## src/rtl/poly_op_sequencer.sv

```systemverilog
// poly_op_sequencer: issues coefficient reads for one polynomial operation,
// tracks them through a fixed-latency datapath and issues the matching writes.
// Ports:
//   clk, rst             : rising-edge clock, synchronous active-high reset
//   cmd_valid/cmd_ready  : command handshake (ready only in IDLE)
//   cmd_op, cmd_len      : opcode and coefficient count (legal 1..POLYDEG)
//   cmd_abort            : terminates an active operation with err
//   dp_stall             : freezes issue, tracker and counters
//   rd_en, rd_addr       : source bank read strobe and index
//   dp_op                : latched opcode for the datapath
//   wr_en, wr_addr       : destination bank write strobe and index
//   busy, done, err      : status; err valid while done is high
module poly_op_sequencer #(
   parameter int unsigned POLYDEG = 8192,
   parameter int unsigned NPLINE  = 16,
   localparam int unsigned AW     = $clog2(POLYDEG)
) (
   input  logic          clk,
   input  logic          rst,
   input  logic          cmd_valid,
   output logic          cmd_ready,
   input  logic [1:0]    cmd_op,
   input  logic [AW:0]   cmd_len,
   input  logic          cmd_abort,
   input  logic          dp_stall,
   output logic          rd_en,
   output logic [AW-1:0] rd_addr,
   output logic [1:0]    dp_op,
   output logic          wr_en,
   output logic [AW-1:0] wr_addr,
   output logic          busy,
   output logic          done,
   output logic          err
);

   localparam int unsigned LW = AW + 1;

   typedef enum logic [1:0] {
      S_IDLE  = 2'd0,
      S_ISSUE = 2'd1,
      S_DRAIN = 2'd2,
      S_DONE  = 2'd3
   } state_t;

   state_t            state_q, state_d;
   logic [AW-1:0]     rd_addr_q, rd_addr_d;
   logic [AW-1:0]     wr_addr_q, wr_addr_d;
   logic [LW-1:0]     len_q, len_d;
   logic [1:0]        op_q, op_d;
   logic              err_q, err_d;
   logic [NPLINE-1:0] sr_q, sr_d;

   logic              active_c;
   logic [AW-1:0]     last_idx_c;

   // State and datapath-control registers
   always_ff @(posedge clk) begin
      if (rst) begin
         state_q   <= S_IDLE;
         rd_addr_q <= '0;
         wr_addr_q <= '0;
         len_q     <= '0;
         op_q      <= '0;
         err_q     <= 1'b0;
         sr_q      <= '0;
      end else begin
         state_q   <= state_d;
         rd_addr_q <= rd_addr_d;
         wr_addr_q <= wr_addr_d;
         len_q     <= len_d;
         op_q      <= op_d;
         err_q     <= err_d;
         sr_q      <= sr_d;
      end
   end

   // Next-state, counters, in-flight tracker and strobes
   always_comb begin
      state_d   = state_q;
      rd_addr_d = rd_addr_q;
      wr_addr_d = wr_addr_q;
      len_d     = len_q;
      op_d      = op_q;
      err_d     = err_q;
      sr_d      = sr_q;

      active_c   = (state_q == S_ISSUE) || (state_q == S_DRAIN);
      last_idx_c = AW'(len_q - LW'(1));
      // Strobes in the abort cycle still go out; they stop from the next cycle
      rd_en      = (state_q == S_ISSUE) && !dp_stall;
      wr_en      = active_c && sr_q[NPLINE-1] && !dp_stall;

      unique case (state_q)
         S_IDLE: begin
            if (cmd_valid) begin
               op_d      = cmd_op;
               len_d     = cmd_len;
               rd_addr_d = '0;
               wr_addr_d = '0;
               sr_d      = '0;
               if ((cmd_len == '0) || (cmd_len > LW'(POLYDEG))) begin
                  err_d   = 1'b1;
                  state_d = S_DONE;
               end else begin
                  err_d   = 1'b0;
                  state_d = S_ISSUE;
               end
            end
         end
         S_ISSUE: begin
            if (cmd_abort) begin
               sr_d    = '0;
               err_d   = 1'b1;
               state_d = S_DONE;
            end else if (!dp_stall) begin
               sr_d = (sr_q << 1) | NPLINE'(1);
               if (rd_addr_q == last_idx_c) begin
                  state_d = S_DRAIN;
               end else begin
                  rd_addr_d = AW'(rd_addr_q + AW'(1));
               end
               // Writes overlap issue when len exceeds the pipeline depth
               if (wr_en && (wr_addr_q != last_idx_c)) begin
                  wr_addr_d = AW'(wr_addr_q + AW'(1));
               end
            end
         end
         S_DRAIN: begin
            if (cmd_abort) begin
               sr_d    = '0;
               err_d   = 1'b1;
               state_d = S_DONE;
            end else if (!dp_stall) begin
               sr_d = sr_q << 1;
               if (wr_en) begin
                  // Hold on the final index so POLYDEG-1 never wraps
                  if (wr_addr_q == last_idx_c) begin
                     state_d = S_DONE;
                  end else begin
                     wr_addr_d = AW'(wr_addr_q + AW'(1));
                  end
               end
            end
         end
         S_DONE: begin
            sr_d    = '0;
            state_d = S_IDLE;
         end
         default: begin
            state_d = S_IDLE;
         end
      endcase
   end

   assign cmd_ready = (state_q == S_IDLE);
   assign busy      = (state_q != S_IDLE);
   assign done      = (state_q == S_DONE);
   assign err       = done && err_q;
   assign rd_addr   = rd_addr_q;
   assign wr_addr   = wr_addr_q;
   assign dp_op     = op_q;

endmodule

```

## config.mk

```make
export PLATFORM = sky130hd
export DESIGN_NAME = poly_op_sequencer
export DESIGN_NICKNAME = d
export VERILOG_FILES = /design/src/rtl/poly_op_sequencer.sv
export SDC_FILE = /design/constraint.sdc
export NUM_CORES = 1
export LEC_CHECK = 0
export ABC_AREA = 1
export CELL_PAD_IN_SITES_DETAIL_PLACEMENT = 1
export CELL_PAD_IN_SITES_GLOBAL_PLACEMENT = 1
export CORE_MARGIN = 4
export CORE_UTILIZATION = 39
export CTS_CLUSTER_SIZE = 28
export DETAILED_ROUTE_END_ITERATION = 10
export GPL_ROUTABILITY_DRIVEN = 1
export PLACE_DENSITY_LB_ADDON = 0.1
export SYNTH_ARGS = -nofsm -noshare
export SYNTH_HDL_FRONTEND = slang
export SYNTH_SLANG_ARGS = --single-unit
```

## constraint.sdc

```tcl
create_clock -name clk -period 2.8 [get_ports clk]
set_clock_uncertainty 0.15 [all_clocks]
set_input_delay 0.42 -clock clk [delete_from_list [all_inputs] [get_ports clk]]
set_output_delay 0.42 -clock clk [all_outputs]
set_load 0.02 [all_outputs]
```

==> metrics.log <==
[metrics] synthesis-stage register bit count: 60
[metrics] post-synth design cell area: 4060 um2
[metrics] Worst Hold Depth: 2
[metrics] post-route standard cell area excluding fillers: 4990 um2
[metrics] Max-slew headroom: 0.641
[metrics] Post-CTS Hold Buffers: 0
[metrics] routed vias: 4467
[metrics] Initial Utilization: 0.408
[metrics] clock network latency to the later pin of the worst-skew pair: 0.36 ns
[metrics] growth of design area from synthesis to finish: 23.0%
[metrics] Post-layout nets: 739
[metrics] aggregate global-route resource usage: 0.250
[metrics] final setup TNS: 0 ns
[metrics] DR DRC count: 0
[metrics] Max Root-Sink Buffers: 2
[metrics] number of distinct library cells after synthesis: 33
[metrics] Worst Min Path Start: sr_q[11]
[metrics] wire length of the first global-routing pass: 23500 um
[metrics] placed wire-length estimate: 11100 um
[metrics] number of nets in the synthesized netlist: 682
[metrics] per-cell routed wire length: 16.6 um
[metrics] terminus of the critical flop-to-flop path: wr_addr[1]
[metrics] power per standard cell area: 903 nW/um2
[metrics] number of maximum-capacitance constraint violations: 0
[metrics] endpoint of the worst hold path: sr_q[11]
[metrics] Worst path depth: 5
[metrics] TritonCTS clock tree: yes
[metrics] Max Transition Viols Final: 0
[metrics] root buffer selected by CTS: sky130_fd_sc_hd__clkbuf_8
[metrics] class of the worst hold path: flop to flop
[metrics] total grt overflow: 0
[metrics] Post-DP Area: 4760 um2
[metrics] clock net sink count: 60
[metrics] library cell appearing most often on the critical path: sky130_fd_sc_hd__inv_1
[metrics] run status: completed
[metrics] cells traversed along the worst timing path: inv_1 > ha_1 > inv_1 > nor2_1 > clkdlybuf4s50_1
[metrics] category of the worst setup path launch point: flop
[metrics] 1st-iter DRT viols: 232
[metrics] chip height: 110 um
[metrics] largest vdd supply drop: 0.374 mV
[metrics] final setup violation count: 0
[metrics] standard-cell row count: 36
[metrics] pin count of the biggest net entering global routing: 30
[metrics] worst r2r path cells: 18
[metrics] WS Path Type: flop to output port
[metrics] antenna-violating nets left: 0
[metrics] Static Leak: 1.96 nW
[metrics] count of input and output buffers: 54
[metrics] cell at the slowest stage of the critical path: sky130_fd_sc_hd__clkdlybuf4s50_1
[metrics] final hold violations: 0
[metrics] H-tree depth: 3
[metrics] family with the most delay on the worst path: buffers and inverters
[metrics] vias in the first global route: 4611
[metrics] minimum clock period after layout: 2.61 ns
[metrics] die outline width: 110 um
[metrics] mean post-synth cell area: 6.20 um2
[metrics] IO Pins: 55
[metrics] last weighted congestion value of the routability-driven placer: 0.885
[metrics] Mapped Cells: 654
[metrics] slack of the worst reg-to-reg path: 0.25 ns
[metrics] maximum net fanout on the critical path: 5
[metrics] Inserted Clock Buffers: 9
[metrics] Ys Warns: 0
[metrics] post-route fraction of the period consumed by the critical path: 0.932
[metrics] area enclosed by the die boundary: 12100 um2
[metrics] n_diodes: 0
[metrics] total core area: 9950 um2
[metrics] data required time of the worst path: 2.23 ns
[metrics] transition time of the tightest slew-check pin: 0.535 ns
[metrics] type of element capturing the critical path: output port
[metrics] CP arrival: 2.04 ns
[metrics] routed wire length: 14100 um
[metrics] Crit path largest cell delay: 0.62 ns
[metrics] Bufs and invs on worst path: 3
[metrics] ratio of cells with drive above 1 in the final layout: 0.0880
[metrics] antenna violations before repair: 0
[metrics] Worst-path clk slew: 0.08 ns
[metrics] first drt pass iteration count: 4
[metrics] proportion of synthesized chip area in sequential cells: 0.296
[metrics] unrepaired setup endpoints after global routing: false
[metrics] mean number of vias per cell: 5.26
[metrics] launch instance of the worst register-to-register path: len_q[0]
[metrics] Max Fclk: 383 MHz
flip-flops by register name, summed over array words and instances, names as in the netlist:
signal   count
sr_q        16
len_q       13
rd_addr     13
wr_addr     13
dp_op        2
state_q      2
err_q        1
area by class of cell:
type                            count  area (um2)
Multi-Input combinational cell    495        2480
Fill cell                        1366        4960
Inverter                           79         297
Tap cell                          133         166
Clock buffer                       10         128
Timing Repair Buffer               66         629
Sequential cell                    60        1200
Clock inverter                      6        87.6
through the flow:
| stage | setup slack [ns] | utilization | hold WS [ns] | total power, mW | instances |
|---|---|---|---|---|---|
| 2_1_floorplan | 0.461 | - | 0.272 | 2.87 | 654 |
| 3_3_place_gp | 0.338 | 0.478 | 0.280 | 3.50 | 833 |
| 3_5_place_dp | 0.164 | 0.478 | 0.288 | 3.59 | 833 |
| 4_1_cts | 0.159 | 0.500 | 0.299 | 4.48 | 849 |
| 5_1_grt | 0.00596 | 0.501 | 0.327 | 4.89 | 849 |
| 6_report | 0.191 | 0.501 | 0.300 | 4.51 | 849 |
cells in the final DEF (no fill, tap or decap):
cell type                         synthesis  routed
sky130_fd_sc_hd__a2111oi_2                1       1
sky130_fd_sc_hd__a211oi_1                 3       3
sky130_fd_sc_hd__a21oi_1                 44      44
sky130_fd_sc_hd__a21oi_2                 10      10
sky130_fd_sc_hd__a31oi_1                  2       2
sky130_fd_sc_hd__buf_4                    1      12
sky130_fd_sc_hd__bufinv_16                0       2
sky130_fd_sc_hd__clkbuf_1                15       1
sky130_fd_sc_hd__clkbuf_8                 0       9
sky130_fd_sc_hd__clkdlybuf4s50_1          0      53
sky130_fd_sc_hd__clkinv_1                 1       1
sky130_fd_sc_hd__clkinv_2                 0       2
sky130_fd_sc_hd__clkinv_4                 0       1
sky130_fd_sc_hd__dfxtp_1                 60      60
sky130_fd_sc_hd__dlygate4sd2_1            0       1
sky130_fd_sc_hd__ha_1                     7       7
sky130_fd_sc_hd__inv_1                   73      73
sky130_fd_sc_hd__inv_2                    5       5
sky130_fd_sc_hd__inv_6                    0       1
sky130_fd_sc_hd__nand2_1                155     155
sky130_fd_sc_hd__nand2_2                  9       8
sky130_fd_sc_hd__nand2_4                  2       2
sky130_fd_sc_hd__nand2_8                  0       1
sky130_fd_sc_hd__nand3_1                 83      83
sky130_fd_sc_hd__nand3_2                  3       3
sky130_fd_sc_hd__nand3b_1                 2       2
sky130_fd_sc_hd__nand4_1                  3       3
sky130_fd_sc_hd__nor2_1                  88      87
sky130_fd_sc_hd__nor2_2                   1       2
sky130_fd_sc_hd__nor2_4                   4       4
sky130_fd_sc_hd__nor3_1                   9       9
sky130_fd_sc_hd__nor3b_1                  4       4
sky130_fd_sc_hd__nor4_1                   6       6
sky130_fd_sc_hd__o21ai_0                 33      33
sky130_fd_sc_hd__o21ai_1                  2       2
sky130_fd_sc_hd__o221ai_1                 1       1
sky130_fd_sc_hd__xnor2_1                  1       1
sky130_fd_sc_hd__xor2_1                  22      22
synth_stat cells:
library cell,number,share of area
sky130_fd_sc_hd__a2111oi_2,1,0.0037
sky130_fd_sc_hd__a211oi_1,3,0.0056
sky130_fd_sc_hd__a21oi_1,44,0.054
sky130_fd_sc_hd__a21oi_2,10,0.022
sky130_fd_sc_hd__a31oi_1,2,0.0031
sky130_fd_sc_hd__buf_1,1,0.00092
sky130_fd_sc_hd__buf_2,1,0.0012
sky130_fd_sc_hd__buf_4,1,0.0019
sky130_fd_sc_hd__buf_6,2,0.0056
sky130_fd_sc_hd__clkbuf_1,15,0.014
sky130_fd_sc_hd__clkinv_1,1,0.00092
sky130_fd_sc_hd__dfxtp_1,60,0.30
sky130_fd_sc_hd__ha_1,7,0.022
sky130_fd_sc_hd__inv_1,73,0.068
sky130_fd_sc_hd__inv_2,5,0.0046
sky130_fd_sc_hd__nand2_1,155,0.14
sky130_fd_sc_hd__nand2_2,9,0.014
sky130_fd_sc_hd__nand2_4,2,0.0056
sky130_fd_sc_hd__nand3_1,83,0.10
sky130_fd_sc_hd__nand3_2,3,0.0074
sky130_fd_sc_hd__nand3b_1,2,0.0037
sky130_fd_sc_hd__nand4_1,3,0.0046
sky130_fd_sc_hd__nor2_1,88,0.081
sky130_fd_sc_hd__nor2_2,1,0.0015
sky130_fd_sc_hd__nor2_4,4,0.011
sky130_fd_sc_hd__nor3_1,9,0.011
sky130_fd_sc_hd__nor3b_1,4,0.0074
sky130_fd_sc_hd__nor4_1,6,0.0093
sky130_fd_sc_hd__o21ai_0,33,0.041
sky130_fd_sc_hd__o21ai_1,2,0.0025
sky130_fd_sc_hd__o221ai_1,1,0.0022
sky130_fd_sc_hd__xnor2_1,1,0.0022
sky130_fd_sc_hd__xor2_1,22,0.047
worst min-delay path, stage by stage, from the launching register on:
cell	delay, ns
sky130_fd_sc_hd__dfxtp_1	0.30
sky130_fd_sc_hd__inv_1	0.06
sky130_fd_sc_hd__a21oi_1	0.05
power by group:
group	internal (mW)	total [mW]	leakage, nW	switching (mW)
sequential	1.02	1.17	0.490	0.146
clock	0.503	0.887	0.111	0.384
combinational	0.778	2.46	1.36	1.68
total	2.30	4.51	1.96	2.21
kinds of logic after synthesis:
| group | share of synthesized area |
|---|---|
| fa+ha+maj | 0.0216 |
| compound gates | 0.134 |
| simple gates | 0.403 |
| xor+xnor | 0.0496 |
| flops | 0.296 |
| buf+inv | 0.0965 |
how the worst max path moves through the flow:
stage                     slack (ns)       start           to
after global routing           0.006    len_q[0]   rd_addr[1]
after CTS                       0.16    len_q[0]   rd_addr[0]
final                           0.19  state_q[1]        rd_en
after floorplan                 0.46  state_q[0]  wr_addr[10]
after detailed placement        0.16    len_q[0]   rd_addr[0]
after global placement          0.34    dp_stall        wr_en
repair_timing:
item | in CTS | in global routing
setup buffers | 0 | 0
resized for setup | 1 | 3
setup endpoints to repair | 1 | 21
metal layers:
metal	wire, um	vias to the layer above	track usage
met5	0	-	0
li1	-	2238	-
met1	6830	2142	0.330
met4	250	0	0.0846
met3	385	18	0.0303
met2	6640	69	0.423
(Power assumes the default switching activity.)
